**config.mk**
```make
export PLATFORM = sky130hd
export DESIGN_NAME = or_pair_sequencer
export DESIGN_NICKNAME = d
export VERILOG_FILES = /design/src/rtl/or_pair_sequencer.sv
export SDC_FILE = /design/constraint.sdc
export NUM_CORES = 1
export LEC_CHECK = 0
export CORE_UTILIZATION = 50
export DETAILED_ROUTE_END_ITERATION = 16
export PLACE_DENSITY_LB_ADDON = 0.08
export SLEW_MARGIN = 30
export SYNTH_ARGS = -nofsm -noshare
export SYNTH_HDL_FRONTEND = slang
export SYNTH_SLANG_ARGS = --single-unit
```
**constraint.sdc**
```tcl
create_clock -name clk -period 4 [get_ports clk]
set_input_delay 0.8 -clock clk [delete_from_list [all_inputs] [get_ports clk]]
set_output_delay 0.8 -clock clk [all_outputs]
set_load 0.02 [all_outputs]
```
**src/rtl/or_pair_sequencer.sv**
```systemverilog
// Clocked scheduler that walks one shared 2-input OR over every unordered index pair (i,j), j>=i.
// Optional handshake ones counter enabled by defining OR_SEQ_ONES_CNT_EN.
module or_pair_sequencer #(
   parameter int N = 4
) (
   input  logic                               clk,
   input  logic                               rst_n,
   input  logic                               start,
   input  logic [N-1:0]                       in_vec,
   output logic                               busy,
   output logic                               out_valid,
   input  logic                               out_ready,
   output logic [$clog2(N)-1:0]               out_i,
   output logic [$clog2(N)-1:0]               out_j,
   output logic                               out_a,
   output logic                               out_b,
   output logic                               out_y,
`ifdef OR_SEQ_ONES_CNT_EN
   output logic [$clog2(N*(N+1)/2+1)-1:0]     ones_cnt,
`endif
   output logic                               done
);

   localparam int IW = $clog2(N);
   localparam int NP = N * (N + 1) / 2;
   localparam logic [IW-1:0] LAST = IW'(N - 1);

   typedef enum logic [1:0] {
      S_IDLE,
      S_RUN,
      S_DONE
   } state_t;

   state_t          r_state;
   logic [N-1:0]    r_snap;
   logic [IW-1:0]   r_i;
   logic [IW-1:0]   r_j;
   logic            r_valid;
   logic            r_busy;
   logic            r_done;
   logic            r_a;
   logic            r_b;
   logic            r_y;

   logic            w_hs;
   logic            w_last;
   logic [IW-1:0]   w_ni;
   logic [IW-1:0]   w_nj;

   assign w_hs   = r_valid & out_ready;
   assign w_last = (r_i == LAST) && (r_j == LAST);

   // Next pair: advance j along the row, else move to the diagonal of the next row.
   always_comb begin
      w_ni = r_i;
      w_nj = r_j;
      if (r_j != LAST) begin
         w_nj = r_j + IW'(1);
      end else begin
         w_ni = r_i + IW'(1);
         w_nj = r_i + IW'(1);
      end
   end

   always_ff @(posedge clk or negedge rst_n) begin
      if (!rst_n) begin
         r_state <= S_IDLE;
         r_snap  <= '0;
         r_i     <= '0;
         r_j     <= '0;
         r_valid <= 1'b0;
         r_busy  <= 1'b0;
         r_done  <= 1'b0;
         r_a     <= 1'b0;
         r_b     <= 1'b0;
         r_y     <= 1'b0;
      end else begin
         case (r_state)
            S_IDLE: begin
               if (start) begin
                  r_snap  <= in_vec;
                  r_i     <= '0;
                  r_j     <= '0;
                  r_a     <= in_vec[0];
                  r_b     <= in_vec[0];
                  r_y     <= in_vec[0];
                  r_valid <= 1'b1;
                  r_busy  <= 1'b1;
                  r_state <= S_RUN;
               end
            end
            S_RUN: begin
               if (w_hs) begin
                  if (w_last) begin
                     r_valid <= 1'b0;
                     r_done  <= 1'b1;
                     r_state <= S_DONE;
                  end else begin
                     r_i <= w_ni;
                     r_j <= w_nj;
                     r_a <= r_snap[w_ni];
                     r_b <= r_snap[w_nj];
                     r_y <= r_snap[w_ni] | r_snap[w_nj];
                  end
               end
            end
            S_DONE: begin
               r_done  <= 1'b0;
               r_busy  <= 1'b0;
               r_state <= S_IDLE;
            end
            default: begin
               r_state <= S_IDLE;
            end
         endcase
      end
   end

`ifdef OR_SEQ_ONES_CNT_EN
   localparam int CW = $clog2(NP + 1);
   logic [CW-1:0] r_cnt;

   // Counts accepted results that were 1; holds after the sweep until the next start.
   always_ff @(posedge clk or negedge rst_n) begin
      if (!rst_n) begin
         r_cnt <= '0;
      end else if ((r_state == S_IDLE) && start) begin
         r_cnt <= '0;
      end else if (w_hs && r_y) begin
         r_cnt <= r_cnt + CW'(1);
      end
   end

   assign ones_cnt = r_cnt;
`endif

   assign busy      = r_busy;
   assign out_valid = r_valid;
   assign out_i     = r_i;
   assign out_j     = r_j;
   assign out_a     = r_a;
   assign out_b     = r_b;
   assign out_y     = r_y;
   assign done      = r_done;

endmodule

```
==> impl_metrics.ini <==
[floorplan]
coreArea_sq_um = 1580
fp.dieH_microns = 43.9
io_pins = 18
die_x_microns = 43.9
die_area_sq_um = 1930
rows = 14
initial_core_util_pct = 55.6

[min_path]
min_from = busy
hold_depth = 2
hold_path.class = reg -> reg

[yosys]
syn_nets = 94
synth_xor_area_share_pct = 0
ys_seq_area_share_pct = 45.6
avgSynthCellArea_sq_um = 10.4
synth_edf_count = 0
synth_top_family_by_area = compound AO/OA/AOI/OAI gates
synth.area.mux_share_pct = 12.3
synth_area_sq_um = 877
synthDistinctLibCells = 35
synth_compound_area_share_pct = 19.4
syn_inst = 84
synthArstFlopShare_pct = 100
ys.warnings.count = 0
synth_ff_type = dfrtp_1
synthSimpleGateAreaFrac_pct = 15.0
ys_ff_latch = 16
synth_fa_ha_area_share_pct = 2.85

[worst_setup_path]
slowest_stage = clkdlybuf4s50_1
path_class = reg -> out
path_max_fanout = 9
reg2reg_from = out_j[0]
required_ns = 3.20
worstSetupEndpointType = output pin
slowest_delay_ns = 0.67
path_buf_inv = 1
setup.worst_path.start = out_i[0]
cp.depth = 1
arrival_ns = 1.54
worstSetupStartpointType = flop
cp_top_family = buffers and inverters
worstPathCellList = clkdlybuf4s50_1
r2r_cells = 5

[power]
p_per_area_nw_per_um2 = 782
max-vdd-ir-drop_mv = 0.454
p_leak_nw = 0.451

[place]
place_inst = 113
placed_cell_area_sq_um = 1040
port_buffers = 17
dp_hpwl_microns = 1250
routabilityCongestion = 0.742
dp_slack_ns = 1.71

[detailed_routing]
drtIter0Drc = 10
wirelength_microns = 1750
drc = 0
drt_pass1_iterations = 6
wire_per_inst_microns = 14.9
vias_per_cell = 6.09
vias = 712
antenna_left = 0

[final_layout]
areaGrowthSynthToFinish_pct = 22.7
layout_common_cells = clkdlybuf4s50_1, dfrtp_1, nand2_1, a21oi_1
design_area_sq_um = 1080
fin_util_pct = 68.3
nets = 112
drive_gt1_share_pct = 10.9
final_common_cell = clkdlybuf4s50_1
antenna_cells = 0
layout.cells.non_filler = 117

[sta]
min_period_over_period_pct = 58.5
finalHoldViolCount = 0
rsz0062_at_grt = false
finalSetupTns_ns = 0
maxSlewViolCount = 0
max_freq_mhz = 428
setup_slack_ns = 1.66
fin_crit_ns = 2.34
setup_viol = 0
worst_pin_slew_ns = 0.711
finClkSkew_ns = 0.00560
slew_headroom_pct = 52.5

[cts]
hold_buffers = 0
clockBufferDepth = 2
cts_tree = done
cts_sinks = 16
clock_latency_ns = 0.30
cts.htree.levels = 1
cts.clk_slew.worst_paths_ns = 0.09
cts_made_buffers = 3
cts_resized = 0
cts_root_buffer = clkbuf_4
post_cts_buffers = 0

[grt]
grt_pass1_wl_microns = 2950
top_usage_layer = met1
gr-usage-met3_pct = 4.58
grt-ovfl-total = 0
antenna_found_initial = 0
grt_pass1_vias = 643
grt_max_degree = 17
grt_use_met1_pct = 31.0
use_met2_pct = 29.0
grt_usage_pct = 21.3

[outcome]
status = finished clean

[flow_run]
maxCapViolations = 0
-- final timing paths --
kind	end	slack, ns
min	busy	0.53
max in group asynchronous	done	2.63
max	out_i[0]	1.66
min reg2reg	busy	0.53
max reg2reg	out_y	1.92
min in group asynchronous	out_j[1]	0.92
-- per-layer routing --
metal	part of all wire (%)	routed length, microns
met1	50	870
met2	42	732
met3	5.8	102
met4	2.3	41
met5	0	0
-- synth_stat cells (all sizes together), types with 2 or more instances --
master / number / area [sq um]
o21ai: 3 / 15.0
inv: 4 / 15.0
a2bb2oi: 2 / 17.5
nand2b: 2 / 12.5
mux2: 4 / 45.0
o22ai: 3 / 18.8
nand2: 9 / 36.3
nor2: 2 / 7.51
nor3: 3 / 15.0
dfrtp: 16 / 400
mux2i: 5 / 62.6
o32ai: 3 / 26.3
clkbuf: 2 / 8.75
nand4: 2 / 12.5
nor2b: 2 / 12.5
buf: 2 / 18.8
a21oi: 5 / 25.0
ha: 2 / 25.0
-- power breakdown --
group | switching, W | internal [W] | total, W
sequential | 0.0000717 | 0.000222 | 0.000293
clock | 0.0000537 | 0.0000556 | 0.000109
combinational | 0.000212 | 0.000227 | 0.000439
-- state kept, by name, indices dropped and copies added, names as in the netlist --
name       cells
done           1
out_b          1
r_snap         4
r_state        2
out_a          1
out_valid      1
busy           1
out_y          1
out_j          2
out_i          2
-- stage by stage --
stage | hold slack, ns | total power, W
3_5_place_dp | 0.516 | 0.000734
2_1_floorplan | 0.504 | 0.000603
6_report | 0.528 | 0.000842
3_3_place_gp | 0.499 | 0.000724
5_1_grt | 0.568 | 0.000904
4_1_cts | 0.530 | 0.000846
-- logic make-up (layout without fill, tap and decap cells) --
kind of cell,after synthesis,in the layout
fa+ha+maj,2,2
compound gates,24,24
simple gates,25,25
buf+inv,8,25
flops,16,16
mux,9,9
-- area by class of cell --
type	instances	area [sq um]
fillers	128	500
multi-input cells	60	434
flip-flops and latches	16	400
repair buffers	17	170
clock buffers	4	36.3
well taps	16	20.0
inverters	4	15.0
(Power assumes the default switching activity.)
==> RTL edit 1: new RTL, same flow settings <==
The option `OR_SEQ_ONES_CNT_EN` is turned on by a define.
--- a/src/rtl/or_pair_sequencer.sv
+++ b/src/rtl/or_pair_sequencer.sv
@@ -1,5 +1,7 @@
 // Clocked scheduler that walks one shared 2-input OR over every unordered index pair (i,j), j>=i.
 // Optional handshake ones counter enabled by defining OR_SEQ_ONES_CNT_EN.
+`define OR_SEQ_ONES_CNT_EN
+
 module or_pair_sequencer #(
    parameter int N = 4
 ) (
Behaviour (old outputs only; new: ones_cnt): unchanged (equiv_simple and equiv_induct, registers matched by name and starting in step).
==> RTL edit 1 against the original RTL <==
Sequential power increased by 34%; cell area increased by 22%; sequential share of layout area increased by 0.92 points; global-route usage decreased by 1.6 points; sequential cell count increased by 4; hold slack got worse by 0.11 ns; area after synthesis increased by 21%; setup slack improved by 0.011 ns; via count increased by 9.3%; power increased by 35%; wire length increased by 13%; fmax increased by 0.49%.
==> RTL edit 1: results (changes against the original RTL) <==
| Metric | Value |
|---|---|
| Status | completed (unchanged) |
| Maximum vdd ir drop | 0.000518 V (was 0.000454 V) |
| Total track usage | 19.7% (was 21.3%) |
| Hold_ws | 0.414 ns (was 0.528 ns) |
| Global-route wire length before repair | 3120 um (was 2950 um) |
| Register area share after synthesis | 47.3% (was 45.6%) |
| Switching power | 471 uW (was 337 uW) |
| Mux cell area share after synthesis | 14.7% (was 12.3%) |
| Netlist cell types | 32 (was 35) |
| Number of port buffers | 21 (was 17) |
| Vias per inst | 5.29 (was 6.09) |
| Syn nets | 110 (was 94) |
| Largest net degree at the start of global routing | 21 (was 17) |
| Pleak | 0.581 nW (was 0.451 nW) |
| Final net count | 132 (was 112) |
| Most frequent cells after synthesis | dfrtp_1 (20), nor2_1 (10), mux2i_1 (8) (was dfrtp_1 (16), nand2_1 (8), a21oi_1 (5)) |
| Top post-synthesis cells by area | dfrtp_1 (47%), mux2i_1 (7.6%), mux2_1 (4.3%) (was dfrtp_1 (46%), mux2_2 (5.1%), mux2i_1 (4.6%)) |
| Number of global-route vias before repair | 676 (was 643) |
| DRT Wirelength | 1980 um (was 1750 um) |
| Worst-path clk slew | 0.12 ns (was 0.09 ns) |
| Placed Area | 0.00128 mm^2 (was 0.00104 mm^2) |
| HP Class | input port to async pin (was register to register) |
| Synth Area in Adders | 3.55% (was 2.85%) |
| R2r setup slk | 1.94 ns (was 1.92 ns) |
| Fill cells | 154 (was 128) |
| Slew HR | 66.2% (was 52.5%) |
## RTL edit 1: final cells by class
cell class              instances  share of cell area (%)
clock buffers                   4                    2.76
inverters                       2                   0.572
repair buffers                 22                    16.2
multi-input cells              72                    39.8
well taps                      27                    2.57
flip-flops and latches         20                    38.1
## RTL edit 1: layer usage
| layer | track usage (%) | up-vias | routed length, um |
|---|---|---|---|
| met5 | 0 | - | 0 |
| met4 | 2.22 | 0 | 0 |
| li1 | - | 403 | - |
| met1 | 30.2 | 357 | 1030 |
| met2 | 27.3 | 18 | 866 |
| met3 | 7.17 | 0 | 77 |
## RTL edit 1: cells by family after synthesis
family,count (synthesis)
adders and majority gates,3
and+or+nand+nor,29
xor gates and xnor gates,2
buffers and inverters,7
muxes,14
AOI/OAI and AO/OA,24
DFF,20
## RTL edit 1: worst max-delay path by stage
stage | from | slack (ns) | end | cells after the start
finish | out_i[0] | 1.67 | out_i[0] | 1
detailed placement | start | 1.51 | out_i[0] | 6
global placement | start | 1.53 | out_i[0] | 6
floorplan | out_i[1] | 2.29 | out_y | 6
CTS | out_i[0] | 1.66 | out_i[0] | 1
global route | out_i[0] | 1.59 | out_i[0] | 1
## RTL edit 1: power groups by stage
stage / combinational (mW) / sequential, mW / clock (mW)
floorplan: 0.380 / 0.442 / 0
global placement: 0.618 / 0.393 / 0
detailed placement: 0.625 / 0.398 / 0
CTS: 0.629 / 0.393 / 0.122
global route: 0.697 / 0.407 / 0.131
finish: 0.627 / 0.393 / 0.118
## RTL edit 1: through the flow
step           power, mW  instances  setup slack (ns)  util [%]
3_5_place_dp        1.02        143              1.51      64.6
5_1_grt             1.23        147              1.59      66.2
3_3_place_gp        1.01        143              1.53      64.6
2_1_floorplan      0.823         99              2.29         -
6_report            1.14        147              1.67      66.2
4_1_cts             1.14        147              1.66      66.5
## RTL edit 1: worst reg2reg max path, cell delays in order, from the launching register on
cell and delay, ns:
dfrtp_1 0.49, ha_1 0.52, nand2_1 0.10, a41o_1 0.39
nor2b_1 0.20, mux2_4 0.26
==> RTL edit 2: new RTL, config.mk and constraints unchanged <==
Made on the original files. Re-encode `state_t` (3 states) as one-hot, 3 bits wide.
--- a/src/rtl/or_pair_sequencer.sv
+++ b/src/rtl/or_pair_sequencer.sv
@@ -25,10 +25,10 @@
    localparam int NP = N * (N + 1) / 2;
    localparam logic [IW-1:0] LAST = IW'(N - 1);
 
-   typedef enum logic [1:0] {
-      S_IDLE,
-      S_RUN,
-      S_DONE
+   typedef enum logic [2:0] {
+      S_IDLE = 3'b001,
+      S_RUN  = 3'b010,
+      S_DONE = 3'b100
    } state_t;
 
    state_t          r_state;
Function: no difference found for any inputs over 10 cycles, from zero or initial values and one cycle with rst_n low; not proved beyond that.
==> RTL edit 2 against the original RTL <==
Power decreased by 23%; cell area increased by 6.9%; wire length increased by 0.92%; synthesized cell count increased by 15%; first-iteration DRC count increased by 120%; sequential cell count increased by 1; setup slack improved by 0.018 ns; count of clock-buffer cells in the layout unchanged; hold slack got worse by 0.018 ns; sequential power decreased by 5%; via count increased by 5.9%; area after synthesis increased by 8.3%.
==> RTL edit 2: results (changes against the original RTL) <==
| Metric | Value |
|---|---|
| Synth Area in Compound Gates | 15.9% (was 19.4%) |
| Most frequent cells after synthesis | nand2_1 (21), dfrtp_1 (16), nor2_1 (11) (was dfrtp_1 (16), nand2_1 (8), a21oi_1 (5)) |
| Maximum vdd ir drop | 0.000367 V (was 0.000454 V) |
| DRT Wirelength | 1760 um (was 1750 um) |
| Min-delay src | out_a (was busy) |
| TritonRoute pass-1 iters | 4 (was 6) |
| Final net count | 126 (was 112) |
| Wire length per cell | 12.6 um (was 14.9 um) |
| Largest net degree at the start of global routing | 18 (was 17) |
| Share of layout cells above drive strength 1 | 13.9% (was 10.9%) |
| Crit path arrival time | 1.52 ns (was 1.54 ns) |
| Root buffer cell | clkbuf_4 (unchanged) |
| Max Buffers Root-to-Sink | 2 (unchanged) |
| Fill cells | 156 (was 128) |
| Placed Area | 0.00112 mm^2 (was 0.00104 mm^2) |
| Inst Count DP | 136 (was 113) |
| Yosys warning count | 0 (unchanged) |
| Worst path top cell family by delay | buffers and inverters (unchanged) |
| Number of H-tree levels | 1 (unchanged) |
| Pre-CTS setup slack | 1.82 ns (was 1.71 ns) |
| Starting DRT DRC Count | 22 (was 10) |
| Syn avg cell area | 9.79 um^2 (was 10.4 um^2) |
| Top Registers | r_snap: 4 flops, r_state: 3 flops |
| Netlist cell types | 34 (was 35) |
| R2r setup slk | 2.19 ns (was 1.92 ns) |
| DP HPWL | 1320 um (was 1250 um) |
| Hold_ws | 0.511 ns (was 0.528 ns) |
| Mux cell area share after synthesis | 6.72% (was 12.3%) |
| Via Count | 754 (was 712) |
| Total track usage | 20.6% (was 21.3%) |
| Register area share after synthesis | 44.9% (was 45.6%) |
| Syn nets | 107 (was 94) |
| Number of global-route vias before repair | 690 (was 643) |
| Top post-synthesis cells by area | dfrtp_1 (42%), nand2_1 (8.3%), nor2_1 (4.3%) (was dfrtp_1 (46%), mux2_2 (5.1%), mux2i_1 (4.6%)) |
| Clock skew | 0.00711 ns (was 0.00560 ns) |
| Slowest CP cell | clkdlybuf4s50_1 (unchanged) |
| R2r endpoint | out_j[1] (was out_y) |
| Hold Path Sink | out_a (was busy) |
| N_diodes | 0 (unchanged) |
| Least-Margin Pin Slew | 0.756 ns (was 0.711 ns) |
| Xor and xnor fraction of the mapped netlist area | 0% (unchanged) |
| Postcts setup bufs | 0 (unchanged) |
| Clock power share | 14.0% (was 13.0%) |
| Final RePlAce weighted congestion | 0.795 (was 0.742) |
| Clock group | 91.0 uW (was 109 uW) |
| Global-route wire length before repair | 3030 um (was 2950 um) |
| Status | completed (unchanged) |
| Comb pwr | 283 uW (was 439 uW) |
| Synth Area in Adders | 2.64% (was 2.85%) |
| Internal | 393 uW (was 505 uW) |
| Pleak | 0.472 nW (was 0.451 nW) |
RTL edit 2: worst max-delay path by stage:
stage / startpoint / to / slack (ns) / cells after the start
floorplan: start / out_j[1] / 2.31 / 5
global placement: start / out_j[1] / 1.85 / 5
detailed placement: start / out_j[1] / 1.82 / 5
CTS: out_i[0] / out_i[0] / 1.68 / 1
global route: out_i[0] / out_i[0] / 1.63 / 1
finish: out_i[0] / out_i[0] / 1.68 / 1
RTL edit 2: routing by layer:
metal	up-vias	global-route usage [%]	routed length [um]
met5	-	0	0
met4	0	9.09	25
met3	4	2.38	93
met2	27	29.1	762
met1	349	31.4	881
li1	374	-	-
RTL edit 2: area by class of cell:
type / instances / area, um^2 / share of cell area (%)
Clock buffer: 4 / 26.3 / 2.29
Inverter: 3 / 11.3 / 0.979
Multi-Input combinational cell: 74 / 484 / 42.1
Sequential cell: 17 / 427 / 37.1
Tap cell: 25 / 31.3 / 2.72
Timing Repair Buffer: 17 / 170 / 14.8
